### src/rtl/dmem_arbiter_if.sv
// Per-master data-memory bus: request payload toward the arbiter,
// grant / read-response back to the master.
interface dmem_arbiter_if #(
    parameter int AW = 32,
    parameter int DW = 32
);
    logic            req;
    logic [AW-1:0]   addr;
    logic [DW-1:0]   wdata;
    logic [DW/8-1:0] we;
    logic            gnt;
    logic            rvalid;
    logic [DW-1:0]   rdata;

    modport master (output req, addr, wdata, we, input gnt, rvalid, rdata);
    modport slave  (input req, addr, wdata, we, output gnt, rvalid, rdata);
endinterface

### src/rtl/dmem_arbiter.sv
// Round-robin arbiter sharing one synchronous-read, byte-write data memory
// between two masters. One transaction at a time: writes take 2 cycles
// (IDLE, ACCESS), reads take 4 (IDLE, ACCESS, RDWAIT, RESP).
module dmem_arbiter #(
    parameter int AW = 32,
    parameter int DW = 32
) (
    input  logic            clk,
    input  logic            reset,
    dmem_arbiter_if.slave   m0,
    dmem_arbiter_if.slave   m1,
    output logic [AW-1:0]   mem_addr,
    output logic [DW-1:0]   mem_wdata,
    output logic [DW/8-1:0] mem_we,
    input  logic [DW-1:0]   mem_rdata,
    output logic            busy
);
    typedef enum logic [1:0] {IDLE, ACCESS, RDWAIT, RESP} state_t;

    state_t          state;
    logic            last;     // id of the master granted most recently
    logic            win;      // id of the master owning the current transaction
    logic            any_req;
    logic            sel;
    logic [AW-1:0]   sel_addr;
    logic [DW-1:0]   sel_wdata;
    logic [DW/8-1:0] sel_we;

    // Pick the winner: a lone requester wins, a tie goes to the master not granted last.
    always_comb begin
        any_req = m0.req | m1.req;
        if (m0.req && m1.req) sel = ~last;
        else                  sel = m1.req;
        sel_addr  = sel ? m1.addr  : m0.addr;
        sel_wdata = sel ? m1.wdata : m0.wdata;
        sel_we    = sel ? m1.we    : m0.we;
    end

    // Transaction FSM; mem_addr/mem_wdata double as the latched payload so they
    // naturally hold their last value outside ACCESS.
    always_ff @(posedge clk or negedge reset) begin
        if (!reset) begin
            state     <= IDLE;
            last      <= 1'b1;
            win       <= 1'b0;
            mem_addr  <= '0;
            mem_wdata <= '0;
            mem_we    <= '0;
            busy      <= 1'b0;
            m0.gnt    <= 1'b0;
            m1.gnt    <= 1'b0;
            m0.rvalid <= 1'b0;
            m1.rvalid <= 1'b0;
            m0.rdata  <= '0;
            m1.rdata  <= '0;
        end else begin
            m0.gnt    <= 1'b0;
            m1.gnt    <= 1'b0;
            m0.rvalid <= 1'b0;
            m1.rvalid <= 1'b0;
            case (state)
                IDLE: begin
                    if (any_req) begin
                        state     <= ACCESS;
                        busy      <= 1'b1;
                        last      <= sel;
                        win       <= sel;
                        mem_addr  <= sel_addr;
                        mem_wdata <= sel_wdata;
                        mem_we    <= sel_we;
                        m0.gnt    <= ~sel;
                        m1.gnt    <= sel;
                    end
                end
                ACCESS: begin
                    // mem_we still holds the latched enables here.
                    mem_we <= '0;
                    if (mem_we != '0) begin
                        state <= IDLE;
                        busy  <= 1'b0;
                    end else begin
                        state <= RDWAIT;
                    end
                end
                RDWAIT: begin
                    if (win) m1.rdata <= mem_rdata;
                    else     m0.rdata <= mem_rdata;
                    m0.rvalid <= ~win;
                    m1.rvalid <= win;
                    state     <= RESP;
                end
                default: begin
                    state <= IDLE;
                    busy  <= 1'b0;
                end
            endcase
        end
    end
endmodule

### src/flat_wrapper.sv
// flat-port wrapper written by rule: the top's interface ports become plain ports
module dmem_arbiter_flat 
#(
    parameter int AW = 32,
    parameter int DW = 32
)
  (clk, reset, mem_addr, mem_wdata, mem_we, mem_rdata, busy, m0_req, m0_addr, m0_wdata, m0_we, m0_gnt, m0_rvalid, m0_rdata, m1_req, m1_addr, m1_wdata, m1_we, m1_gnt, m1_rvalid, m1_rdata);
  dmem_arbiter_if #(.AW(AW), .DW(DW)) m0_i ();
  dmem_arbiter_if #(.AW(AW), .DW(DW)) m1_i ();
  input  logic clk;
  input  logic reset;
  output logic [AW-1:0] mem_addr;
  output logic [DW-1:0] mem_wdata;
  output logic [DW/8-1:0] mem_we;
  input  logic [DW-1:0] mem_rdata;
  output logic busy;
  input wire logic [$bits(m0_i.req)-1:0] m0_req;
  input wire logic [$bits(m0_i.addr)-1:0] m0_addr;
  input wire logic [$bits(m0_i.wdata)-1:0] m0_wdata;
  input wire logic [$bits(m0_i.we)-1:0] m0_we;
  output wire logic [$bits(m0_i.gnt)-1:0] m0_gnt;
  output wire logic [$bits(m0_i.rvalid)-1:0] m0_rvalid;
  output wire logic [$bits(m0_i.rdata)-1:0] m0_rdata;
  input wire logic [$bits(m1_i.req)-1:0] m1_req;
  input wire logic [$bits(m1_i.addr)-1:0] m1_addr;
  input wire logic [$bits(m1_i.wdata)-1:0] m1_wdata;
  input wire logic [$bits(m1_i.we)-1:0] m1_we;
  output wire logic [$bits(m1_i.gnt)-1:0] m1_gnt;
  output wire logic [$bits(m1_i.rvalid)-1:0] m1_rvalid;
  output wire logic [$bits(m1_i.rdata)-1:0] m1_rdata;
  assign m0_i.req = m0_req;
  assign m0_i.addr = m0_addr;
  assign m0_i.wdata = m0_wdata;
  assign m0_i.we = m0_we;
  assign m0_gnt = m0_i.gnt;
  assign m0_rvalid = m0_i.rvalid;
  assign m0_rdata = m0_i.rdata;
  assign m1_i.req = m1_req;
  assign m1_i.addr = m1_addr;
  assign m1_i.wdata = m1_wdata;
  assign m1_i.we = m1_we;
  assign m1_gnt = m1_i.gnt;
  assign m1_rvalid = m1_i.rvalid;
  assign m1_rdata = m1_i.rdata;
  dmem_arbiter #(.AW(AW), .DW(DW)) u_core (.clk(clk), .reset(reset), .m0(m0_i), .m1(m1_i), .mem_addr(mem_addr), .mem_wdata(mem_wdata), .mem_we(mem_we), .mem_rdata(mem_rdata), .busy(busy));
endmodule
### config.mk
export PLATFORM = sky130hd
export DESIGN_NAME = dmem_arbiter_flat
export DESIGN_NICKNAME = d
export VERILOG_FILES = /design/src/rtl/dmem_arbiter_if.sv /design/src/rtl/dmem_arbiter.sv /design/src/flat_wrapper.sv
export SDC_FILE = /design/constraint.sdc
export NUM_CORES = 1
export LEC_CHECK = 0
export CAP_MARGIN = 20
export CORE_MARGIN = 1.5
export CORE_UTILIZATION = 29
export DETAILED_ROUTE_END_ITERATION = 8
export PLACE_DENSITY_LB_ADDON = 0.05
export SLEW_MARGIN = 20
export SYNTH_ARGS = -nofsm -noshare
export SYNTH_HDL_FRONTEND = slang
export SYNTH_SLANG_ARGS = --single-unit
### constraint.sdc
create_clock -name clk -period 1.4 [get_ports clk]
set_input_delay 0.35 -clock clk [delete_from_list [all_inputs] [get_ports clk]]
set_output_delay 0.35 -clock clk [all_outputs]
set_load 0.005 [all_outputs]
==> summary.txt <==
Placement
  • Pre-CTS WS: -0.511 ns
  • Cell Area, Placed: 9320 sq um
  • Final HPWL DP: 13600 um
  • GPL Wtd Cong: 0.747
  • Port Buffer Count: 308

Critical path
  • Crit path DAT: 1.79 ns
  • Kind of critical path: flop to flop
  • Crit path from: u_core.last
  • CP Data Required Time: 1.69 ns
  • Reg2reg setup slack: -0.10 ns
  • CP max stage cell: dfstp_2
  • Critical Path Start Type: flop
  • Reg2reg path depth: 5
  • Crit-path cells: a21boi_4 > nor3_4 > buf_6 > clkbuf_16 > a221o_1
  • Largest stage delay on the critical path: 0.39 ns
  • CP max FO: 6
  • Crit. End Element: flop
  • Crit Reg-Reg Startpoint: u_core.last

Die
  • Initial Utilization: 0.296
  • Die Span X: 144 um
  • Row cnt: 51
  • Die H: 144 um
  • I/O pin count: 309
  • Core area: 19500 sq um
  • Die Footprint: 20700 sq um

Worst hold path
  • Min-delay worst type: input port to async pin

Global routing
  • First-pass GRT wire length: 28800 um
  • Number of global-route vias before repair: 5098
  • Pin count of the biggest net entering global routing: 46
  • Total global-route track usage: 0.186
  • Initial antenna violation count: 3
  • Remaining Overflow, GRT: 0

Logic synthesis
  • Share of Yosys cell area claimed by the top area cell type: 0.609
  • Mapped Area: 5760 sq um
  • Post-Synthesis Cells: 406
  • Synth Register Bits: 141
  • Net Count, Synth: 578
  • Synthesis warning total: 0
  • Seq/Total Area, Yosys: 0.613
  • Synth top area cells: dfrtp_1, mux2_1, a221o_1
  • Mean Syn Cell Area: 14.2 sq um
  • Synth cell types: 28
  • Leading area contributor after synthesis: dfrtp_1

Pwr
  • Net load switching power: 6.54 mW
  • Proportion of power drawn by combinational gates: 0.449
  • Clk pwr share: 0.212
  • PwrDens: 2060 nW/um^2
  • Pwr Total: 21.5 mW
  • P_leak: 4.87 nW
  • Sw frac: 0.303
  • Maximum VDD drop: 0.913 mV
  • Reg power frac: 0.339
  • Internal power: 15.0 mW

STA
  • Worst-margin pin slew: 0.385 ns
  • Post-layout minimum cycle time: 1.50 ns
  • Skew final: 0.00976 ns
  • Fin. Hold Viols: 0
  • Final Hold Slack: 0.430 ns
  • Final WS setup: -0.104 ns
  • RSZ-0062 raised after global routing: yes
  • Max_slew headroom: 0.744
  • Post-route setup TNS: -6.99 ns
  • # setup viols final: 122
  • Crit share post-route: 1.07
  • Max Slew Vio Count: 0
  • F_max: 0.665 GHz

Finish
  • Fillers: 1687
  • Fin nets: 951
  • Layout cells sized above 1: 0.277
  • Post-route cell area: 10500 sq um
  • Area delta synth->final: 81.9%

Clock network
  • Sink Count: 141
  • Root buffer cell: clkbuf_16
  • Max clock buf depth: 2
  • Clock latency on the worst-skew pair: 0.41 ns
  • CTS tree: yes
  • H-tree levels: 4
  • Clk slew on worst S/H paths: 0.06 ns
  • TritonCTS buffer count: 17

Route
  • Via count: 4987
  • DRC: 0
  • 1st-iter DRT viols: 186
  • Wirelength per Cell: 19.7 um
  • Drt total wl: 20800 um
  • DRT Pass-1 Iters: 4
  • Final ANT Viol Nets: 0
  • Via/cell ratio: 4.72

Status
  • Status: finished, violations left
  • Failing checks: negative setup slack

Run
  • Max cap viols: 0
==> synthesized netlist by cell type, drive strengths merged <==
| cell type | count |
|---|---|
| o2bb2ai | 1 |
| a21o | 2 |
| clkbuf | 15 |
| nor3 | 4 |
| and3 | 59 |
| a22oi | 1 |
| a221o | 59 |
| a31o | 1 |
| inv | 2 |
| mux2 | 64 |
| or2 | 2 |
| o21ai | 17 |
| nor2 | 4 |
| buf | 19 |
| mux2i | 9 |
| nand2 | 2 |
| and2 | 1 |
| nor2b | 2 |
| a21boi | 1 |
| dfrtp | 140 |
| dfstp | 1 |
==> cells in the final DEF, fill, tap and decap left out, types with 2 or more instances in the layout <==
cell type / Yosys / routed
mux2i_1: 9 / 7
o21ai_1: 9 / 8
clkbuf_8: 0 / 2
buf_16: 0 / 3
nor2b_4: 0 / 2
a221o_1: 59 / 59
mux2_1: 58 / 29
nor2_4: 0 / 2
buf_6: 9 / 11
mux2_4: 0 / 34
clkbuf_16: 0 / 25
o21ai_0: 8 / 8
dfrtp_1: 140 / 139
clkbuf_2: 0 / 50
buf_12: 0 / 13
nor2_1: 2 / 2
mux2i_2: 0 / 2
a21o_1: 2 / 2
inv_1: 2 / 2
nor3_1: 3 / 3
buf_2: 7 / 8
dlygate4sd2_1: 0 / 2
buf_8: 0 / 3
clkdlybuf4s15_1: 0 / 78
bufinv_16: 0 / 3
clkdlybuf4s50_1: 0 / 168
buf_4: 3 / 42
clkinvlp_4: 0 / 2
and3_1: 59 / 59
clkinv_2: 0 / 4
==> final timing paths <==
path                                        end
max                            u_core.mem_we[2]
min                         u_core.mem_wdata[1]
max reg2reg                    u_core.mem_we[2]
min reg2reg                  u_core.m1.rdata[4]
max in group asynchronous  u_core.mem_wdata[25]
min in group clk                u_core.state[0]
==> metal layers <==
| layer | global-route usage | share of wire | vias up |
|---|---|---|---|
| met5 | 0 | 0.0013 | - |
| met4 | 0.0747 | 0.018 | 4 |
| met3 | 0.0660 | 0.080 | 27 |
| met2 | 0.314 | 0.51 | 211 |
| met1 | 0.213 | 0.39 | 2445 |
| li1 | - | - | 2300 |
==> per-stage QoR <==
| stage | utilization | instances |
|---|---|---|
| detailed placement | 0.479 | 973 |
| global route | 0.538 | 1056 |
| finish | 0.538 | 1056 |
| floorplan | - | 406 |
| global placement | 0.479 | 973 |
| CTS | 0.530 | 1033 |
==> worst max-delay path, delay by kind of cell (launching register included) <==
kind	cells	cell delay, ns
AND/OR/NAND/NOR	1	0.09
flip-flops	1	0.39
AO/OA/AOI/OAI	2	0.58
buffers and inverters	2	0.33
==> timing repair <==
item | CTS | global route
gates cloned | 3 | 12
buffers inserted | 26 | 11
hold buffers | 1 | 0
setup endpoints to repair | 269 | 182
resized for setup | 321 | 88
hold endpoints to repair | 31 | 0
pin swaps | 14 | 13
==> sequential cells by signal (all words and copies together), names as in the netlist <==
signal            count
u_core.last           1
u_core.m0.rvalid      1
u_core.state          2
u_core.m0.rdata      32
u_core.win            1
u_core.m1.gnt         1
u_core.busy           1
u_core.mem_we         4
u_core.m1.rdata      32
u_core.mem_addr      32
u_core.mem_wdata     32
u_core.m1.rvalid      1
u_core.m0.gnt         1
==> layout make-up <==
| cell class | instances | area (sq um) | area share |
|---|---|---|---|
| repair buffers | 388 | 3820 | 0.365 |
| diodes | 1 | 2.50 | 0.000239 |
| clock buffers | 19 | 453 | 0.0432 |
| inverters | 2 | 7.51 | 0.000717 |
| multi-input cells | 229 | 2190 | 0.209 |
| flip-flops and latches | 141 | 3530 | 0.337 |
| well taps | 265 | 332 | 0.0317 |
| clock inverters | 11 | 143 | 0.0136 |
==> power groups by stage <==
stage          clock (mW)  combinational (mW)  sequential [mW]
6_report             4.58                9.67             7.29
4_1_cts              4.68                9.14             7.28
3_5_place_dp            0                9.09             7.29
5_1_grt              4.86                10.4             7.55
2_1_floorplan           0                3.11             7.34
3_3_place_gp            0                8.97             7.23
==> cell families (layout without fill, tap and decap cells) <==
group,count (synthesis),in the layout,share of synthesized area
other,0,1,0
AND/OR/NAND/NOR,74,74,0.0798
flip-flops,141,141,0.613
buffers and inverters,36,420,0.0387
AO/OA/AOI/OAI,82,82,0.128
multiplexers,73,73,0.141
Note: power is estimated with default switching activity, not from simulation.
